**config.mk**
```make
export PLATFORM = sky130hd
export DESIGN_NAME = key_switch_in
export DESIGN_NICKNAME = d
export VERILOG_FILES = /design/src/rtl/key_switch_in_pkg.sv /design/src/rtl/key_switch_in_input_debounce.sv /design/src/rtl/key_switch_in.sv
export SDC_FILE = /design/constraint.sdc
export NUM_CORES = 1
export LEC_CHECK = 0
export CORE_ASPECT_RATIO = 0.75
export CORE_MARGIN = 5
export CORE_UTILIZATION = 55
export DETAILED_ROUTE_END_ITERATION = 8
export PLACE_DENSITY = 0.75
export SYNTH_ARGS = -nofsm -noshare
export SYNTH_HDL_FRONTEND = slang
export SYNTH_HIERARCHICAL = 1
export SYNTH_SLANG_ARGS = --single-unit
```
**constraint.sdc**
```tcl
create_clock -name CLK -period 3.2 [get_ports CLK]
set_clock_uncertainty 0.05 [all_clocks]
set_input_delay 0.8 -clock CLK [delete_from_list [all_inputs] [get_ports CLK]]
set_output_delay 0.8 -clock CLK [all_outputs]
set_load 0.05 [all_outputs]
```
**src/rtl/key_switch_in_pkg.sv**
```systemverilog
// Shared constants for the key/switch input peripheral: register offsets,
// IRQ status bit positions and the default debounce hold time.
package key_switch_in_pkg;

  localparam logic [15:0] DEB_CYCLES_DEFAULT = 16'd50000;

  localparam int unsigned SW_WIDTH  = 64;
  localparam int unsigned KEY_WIDTH = 8;

  typedef enum logic [2:0] {
    OFF_SW_LO = 3'd0,
    OFF_SW_HI = 3'd1,
    OFF_KEY   = 3'd2,
    OFF_IRQ   = 3'd3
  } reg_off_e;

  localparam int unsigned IRQ_PEND_BIT = 0;
  localparam int unsigned IRQ_EN_BIT   = 1;

  function automatic logic [31:0] irq_status(input logic en, input logic pend);
    logic [31:0] r;
    r               = '0;
    r[IRQ_EN_BIT]   = en;
    r[IRQ_PEND_BIT] = pend;
    return r;
  endfunction

endpackage

```
**src/rtl/key_switch_in_input_debounce.sv**
```systemverilog
// Vector debouncer: 2-flop synchronizer on active-low pins, then a single
// shared hold counter that restarts whenever any bit of the vector moves.
module input_debounce
  import key_switch_in_pkg::*;
#(
  parameter int unsigned WIDTH      = 8,
  parameter logic [15:0] DEB_CYCLES = DEB_CYCLES_DEFAULT
) (
  input  logic             clk,
  input  logic             rst,
  input  logic [WIDTH-1:0] pin_n,
  output logic [WIDTH-1:0] stable,
  output logic             changed
);

  logic [WIDTH-1:0] sync1_q, sync1_d;
  logic [WIDTH-1:0] sync2_q, sync2_d;
  logic [WIDTH-1:0] cand_q, cand_d;
  logic [WIDTH-1:0] stable_q, stable_d;
  logic [15:0]      cnt_q, cnt_d;
  logic             changed_q, changed_d;
  logic [WIDTH-1:0] synced;

  always_comb begin
    sync1_d   = pin_n;
    sync2_d   = sync1_q;
    synced    = ~sync2_q;
    cand_d    = cand_q;
    cnt_d     = cnt_q;
    stable_d  = stable_q;
    changed_d = 1'b0;
    if (synced != cand_q) begin
      cand_d = synced;
      cnt_d  = DEB_CYCLES;
    end else if (cnt_q != '0) begin
      cnt_d = cnt_q - 16'd1;
    end else if (cand_q != stable_q) begin
      stable_d  = cand_q;
      changed_d = 1'b1;
    end
  end

  // Synchronizers reset to the idle (released) pin level so that reset
  // itself never looks like a key or switch edge.
  always_ff @(posedge clk) begin
    if (rst) begin
      sync1_q   <= '1;
      sync2_q   <= '1;
      cand_q    <= '0;
      cnt_q     <= '0;
      stable_q  <= '0;
      changed_q <= 1'b0;
    end else begin
      sync1_q   <= sync1_d;
      sync2_q   <= sync2_d;
      cand_q    <= cand_d;
      cnt_q     <= cnt_d;
      stable_q  <= stable_d;
      changed_q <= changed_d;
    end
  end

  assign stable  = stable_q;
  assign changed = changed_q;

endmodule

```
**src/rtl/key_switch_in.sv**
```systemverilog
// Key/DIP-switch bridge peripheral: two debouncers plus a read mux and an
// optional change interrupt built only when KEY_SWITCH_IRQ_EN is defined.
module key_switch_in
  import key_switch_in_pkg::*;
#(
  parameter logic [15:0] DEB_CYCLES = DEB_CYCLES_DEFAULT
) (
  input  logic        CLK,
  input  logic        RST,
  input  logic        WE,
  input  logic [31:0] WD,
  input  logic [2:0]  innerADDR,
  output logic [31:0] RD,
  input  logic [63:0] dip_switch,
  input  logic [7:0]  user_key,
  output logic        IRQ
);

  logic [SW_WIDTH-1:0]  sw_stable;
  logic [KEY_WIDTH-1:0] key_stable;
  logic                 sw_changed;
  logic                 key_changed;
  logic [31:0]          irq_word;

  input_debounce #(
    .WIDTH      (SW_WIDTH),
    .DEB_CYCLES (DEB_CYCLES)
  ) u_sw_deb (
    .clk     (CLK),
    .rst     (RST),
    .pin_n   (dip_switch),
    .stable  (sw_stable),
    .changed (sw_changed)
  );

  input_debounce #(
    .WIDTH      (KEY_WIDTH),
    .DEB_CYCLES (DEB_CYCLES)
  ) u_key_deb (
    .clk     (CLK),
    .rst     (RST),
    .pin_n   (user_key),
    .stable  (key_stable),
    .changed (key_changed)
  );

`ifdef KEY_SWITCH_IRQ_EN
  logic irq_en_q, irq_en_d;
  logic irq_pend_q, irq_pend_d;
  logic irq_wr;
  logic unused_wd;

  assign unused_wd = ^WD[31:2];

  // A change pulse arriving with a W1C clear must not be lost, so the set
  // is applied after the clear.
  always_comb begin
    irq_wr     = WE && (innerADDR == OFF_IRQ);
    irq_en_d   = irq_en_q;
    irq_pend_d = irq_pend_q;
    if (irq_wr) begin
      irq_en_d = WD[IRQ_EN_BIT];
      if (WD[IRQ_PEND_BIT]) irq_pend_d = 1'b0;
    end
    if (sw_changed || key_changed) irq_pend_d = 1'b1;
  end

  always_ff @(posedge CLK) begin
    if (RST) begin
      irq_en_q   <= 1'b0;
      irq_pend_q <= 1'b0;
    end else begin
      irq_en_q   <= irq_en_d;
      irq_pend_q <= irq_pend_d;
    end
  end

  assign irq_word = irq_status(irq_en_q, irq_pend_q);
  assign IRQ      = irq_pend_q & irq_en_q;
`else
  logic unused_irq_inputs;

  assign unused_irq_inputs = ^{WE, WD, sw_changed, key_changed};
  assign irq_word          = '0;
  assign IRQ               = 1'b0;
`endif

  always_comb begin
    RD = '0;
    case (reg_off_e'(innerADDR))
      OFF_SW_LO: RD = sw_stable[31:0];
      OFF_SW_HI: RD = sw_stable[63:32];
      OFF_KEY:   RD = {24'd0, key_stable};
      OFF_IRQ:   RD = irq_word;
      default:   RD = '0;
    endcase
  end

endmodule

```
==> flow_results.xml <==
<?xml version="1.0" encoding="UTF-8"?>
<metrics>
  <group name="placement">
    <metric name="post_dp_area" unit="mm²">0.0143</metric>
    <metric name="place_hpwl" unit="mm">21.3</metric>
    <metric name="place.port_buffers" unit="">108</metric>
    <metric name="globalplace.congestion" unit="">0.916</metric>
    <metric name="placement.setup.worst_slack" unit="ns">0.206</metric>
  </group>
  <group name="cells_and_area">
    <metric name="drive_gt1_share" unit="%">19.4</metric>
    <metric name="antenna_cells_inserted" unit="">0</metric>
    <metric name="design.final.nets" unit="">1462</metric>
    <metric name="final_area" unit="mm²">0.0153</metric>
    <metric name="final_core_utilization" unit="%">66.7</metric>
    <metric name="area_delta_synth_final" unit="%">20.0</metric>
  </group>
  <group name="timing">
    <metric name="fin_crit_sh" unit="%">93.4</metric>
    <metric name="rsz0062_at_grt" unit="">no</metric>
    <metric name="max_slew_margin" unit="%">53.8</metric>
    <metric name="fmaxAchievable" unit="MHz">335</metric>
    <metric name="final-max-slew-violation-count" unit="">0</metric>
    <metric name="report.final.setup_viol" unit="">0</metric>
    <metric name="finalHoldViolCount" unit="">0</metric>
    <metric name="layout_setup_ws" unit="ns">0.213</metric>
    <metric name="worstMarginPinSlew" unit="ns">0.686</metric>
    <metric name="fin_setup_tns" unit="ns">0</metric>
    <metric name="min_period" unit="ns">2.99</metric>
  </group>
  <group name="global_routing">
    <metric name="largest_net_degree_at_the_start_of_global_routing" unit="">147</metric>
    <metric name="first_global_vias" unit="">8265</metric>
    <metric name="global_route.overflow_total" unit="">0</metric>
    <metric name="grt_util_all_layers" unit="%">21.8</metric>
    <metric name="antenna_found_initial" unit="">0</metric>
    <metric name="grt_first_pass_wirelength" unit="mm">45.5</metric>
  </group>
  <group name="worst_hold_path">
    <metric name="min-delay-path-class" unit="">reg -&gt; reg</metric>
  </group>
  <group name="detailed_routing">
    <metric name="drc" unit="">0</metric>
    <metric name="drt_wl_total" unit="mm">28.9</metric>
    <metric name="dr_total_vias" unit="">8627</metric>
    <metric name="detail_route.vias_per_cell" unit="">5.16</metric>
    <metric name="drt_iter0_markers" unit="">743</metric>
    <metric name="drtAntennaViolNets" unit="">0</metric>
    <metric name="drtPass1Iterations" unit="">5</metric>
    <metric name="routed_wire_length_per_instance" unit="µm">17.3</metric>
  </group>
  <group name="pwr">
    <metric name="pwr-share-seq" unit="%">50.2</metric>
    <metric name="comb_power_share" unit="%">7.7</metric>
    <metric name="worst_ir_drop_vdd" unit="V">0.000396</metric>
    <metric name="intPower" unit="W">0.00647</metric>
    <metric name="pwr_density_cell" unit="mW/mm²">549</metric>
    <metric name="power_leakage" unit="nW">5.48</metric>
    <metric name="clockPowerShare" unit="%">42.1</metric>
    <metric name="switching_part_of_the_total" unit="%">23.0</metric>
    <metric name="p_sw" unit="W">0.00193</metric>
  </group>
  <group name="die">
    <metric name="initial_utilization" unit="%">55.6</metric>
    <metric name="die_w" unit="µm">186</metric>
    <metric name="core-area" unit="mm²">0.0229</metric>
    <metric name="floorplan.die.height" unit="µm">142</metric>
    <metric name="core.rowCount" unit="">48</metric>
    <metric name="die_area" unit="mm²">0.0264</metric>
    <metric name="design.portCount" unit="">143</metric>
  </group>
  <group name="worst_setup_path">
    <metric name="timing.critical_path.cells" unit="">clkdlybuf4s50_1 -&gt; buf_4 -&gt; a211oi_1 -&gt; a211oi_1 -&gt; buf_4 -&gt; buf_12</metric>
    <metric name="critPathTopFamily" unit="">buffers and inverters</metric>
    <metric name="cp_num_buf_inv" unit="">4</metric>
    <metric name="critical_path.max_fanout" unit="">13</metric>
    <metric name="setup.worst_path.end_class" unit="">output port</metric>
    <metric name="slowest_delay" unit="ns">0.47</metric>
    <metric name="critPathSlowestCell" unit="">clkdlybuf4s50_1</metric>
    <metric name="cp.required" unit="ns">2.35</metric>
    <metric name="critical_path_arrival" unit="ns">2.14</metric>
    <metric name="critical_path.startpoint_type" unit="">primary input</metric>
    <metric name="timing_worst_setup_path_type" unit="">in -&gt; out</metric>
  </group>
  <group name="logic_synthesis">
    <metric name="postSynthCellCount" unit="">1255</metric>
    <metric name="synth_nets" unit="">1367</metric>
    <metric name="syn-cell-area" unit="mm²">0.0127</metric>
    <metric name="avgSynthCellArea" unit="µm²">10.2</metric>
    <metric name="ys.warnings.count" unit="">6</metric>
  </group>
  <group name="cts">
    <metric name="postCtsResizedCells" unit="">0</metric>
    <metric name="cts_tree" unit="">done</metric>
    <metric name="holdBufCountCts" unit="">0</metric>
    <metric name="post-cts-setup-buffers" unit="">0</metric>
    <metric name="ctsRootBufferMaster" unit="">clkbuf_16</metric>
    <metric name="cts.sinks" unit="">320</metric>
    <metric name="ctsLongestPathBuffers" unit="">3</metric>
    <metric name="htree_levels" unit="">1</metric>
    <metric name="cts-buffers-inserted" unit="">30</metric>
    <metric name="clk_pin_slew" unit="ns">0.06</metric>
    <metric name="clk_latency" unit="ns">0.58</metric>
  </group>
  <group name="status">
    <metric name="outcome" unit="">finished clean</metric>
  </group>
  <group name="run">
    <metric name="timing.max_cap.violations" unit="">0</metric>
  </group>
</metrics>
power groups by stage:
stage / logic (W) / clock network (W) / registers, W
floorplan: 0.000442 / 0 / 0.00426
global placement: 0.000636 / 0 / 0.00430
detailed placement: 0.000646 / 0 / 0.00430
CTS: 0.000652 / 0.00359 / 0.00421
global route: 0.000709 / 0.00377 / 0.00423
finish: 0.000650 / 0.00354 / 0.00422
through the flow:
| stage | hold WS (ns) | total power [W] | instances |
|---|---|---|---|
| 2_1_floorplan | 0.339 | 0.00470 | 1255 |
| 3_3_place_gp | 0.342 | 0.00493 | 1618 |
| 3_5_place_dp | 0.343 | 0.00495 | 1618 |
| 4_1_cts | 0.358 | 0.00846 | 1673 |
| 5_1_grt | 0.365 | 0.00871 | 1673 |
| 6_report | 0.355 | 0.00840 | 1673 |
layout by cell type, fill, tap and decap left out, types with 2 or more instances in the layout:
master,instances
a211oi_1,18
a21oi_1,14
a31oi_1,7
buf_12,33
buf_4,21
clkbuf_1,4
clkbuf_16,30
clkbuf_8,9
clkdlybuf4s50_1,74
clkinv_2,7
clkinvlp_4,2
dfxtp_1,320
ha_1,2
inv_1,7
mux2i_1,96
nand2_1,23
nand2b_1,139
nand3_1,6
nand4_1,29
nor2_1,113
nor2b_1,8
nor3_1,12
nor4_1,39
o21ai_0,7
o31ai_1,3
o41ai_1,4
or2_2,145
or3_1,9
or3_2,2
or4_1,5
or4b_1,3
or4b_2,2
xnor2_1,135
xor2_1,22
area by class of cell:
cell class / count / area, µm²
fill: 1780 / 7640
inverter: 7 / 26.3
multi-input combinational: 861 / 5910
clock inverter: 12 / 119
tap: 300 / 375
timing repair buffer: 130 / 1580
sequential: 320 / 6410
clock buffer: 43 / 890
sequential cells by signal, summed over array words and instances (netlist names):
| signal | cells |
|---|---|
| u_key_deb/cand_q | 8 |
| u_key_deb/cnt_q | 16 |
| u_key_deb/stable | 8 |
| u_key_deb/sync1_q | 8 |
| u_key_deb/sync2_q | 8 |
| u_sw_deb/cand_q | 64 |
| u_sw_deb/cnt_q | 16 |
| u_sw_deb/stable | 64 |
| u_sw_deb/sync1_q | 64 |
| u_sw_deb/sync2_q | 64 |
per-layer routing:
metal  vias to the layer above  share of wire (%)  GRT usage, %
li1                       4338                  -             -
met1                      4032                 52          35.2
met5                         -                  0             0
met3                        37                5.8          3.72
met4                         0                1.4          3.83
met2                       220                 41          30.7
path summary, 6_finish.rpt:
kind	startpoint	endpoint	slack (ns)	cells past startpoint
max reg2reg	u_sw_deb/cand_q[32]	u_sw_deb/stable[2]	0.43	7
min	u_sw_deb/sync1_q[53]	u_sw_deb/sync2_q[53]	0.35	1
min reg2reg	u_sw_deb/sync1_q[53]	u_sw_deb/sync2_q[53]	0.35	1
max	innerADDR[1]	RD[4]	0.21	6
No activity file was read; power rests on OpenSTA's default activity.
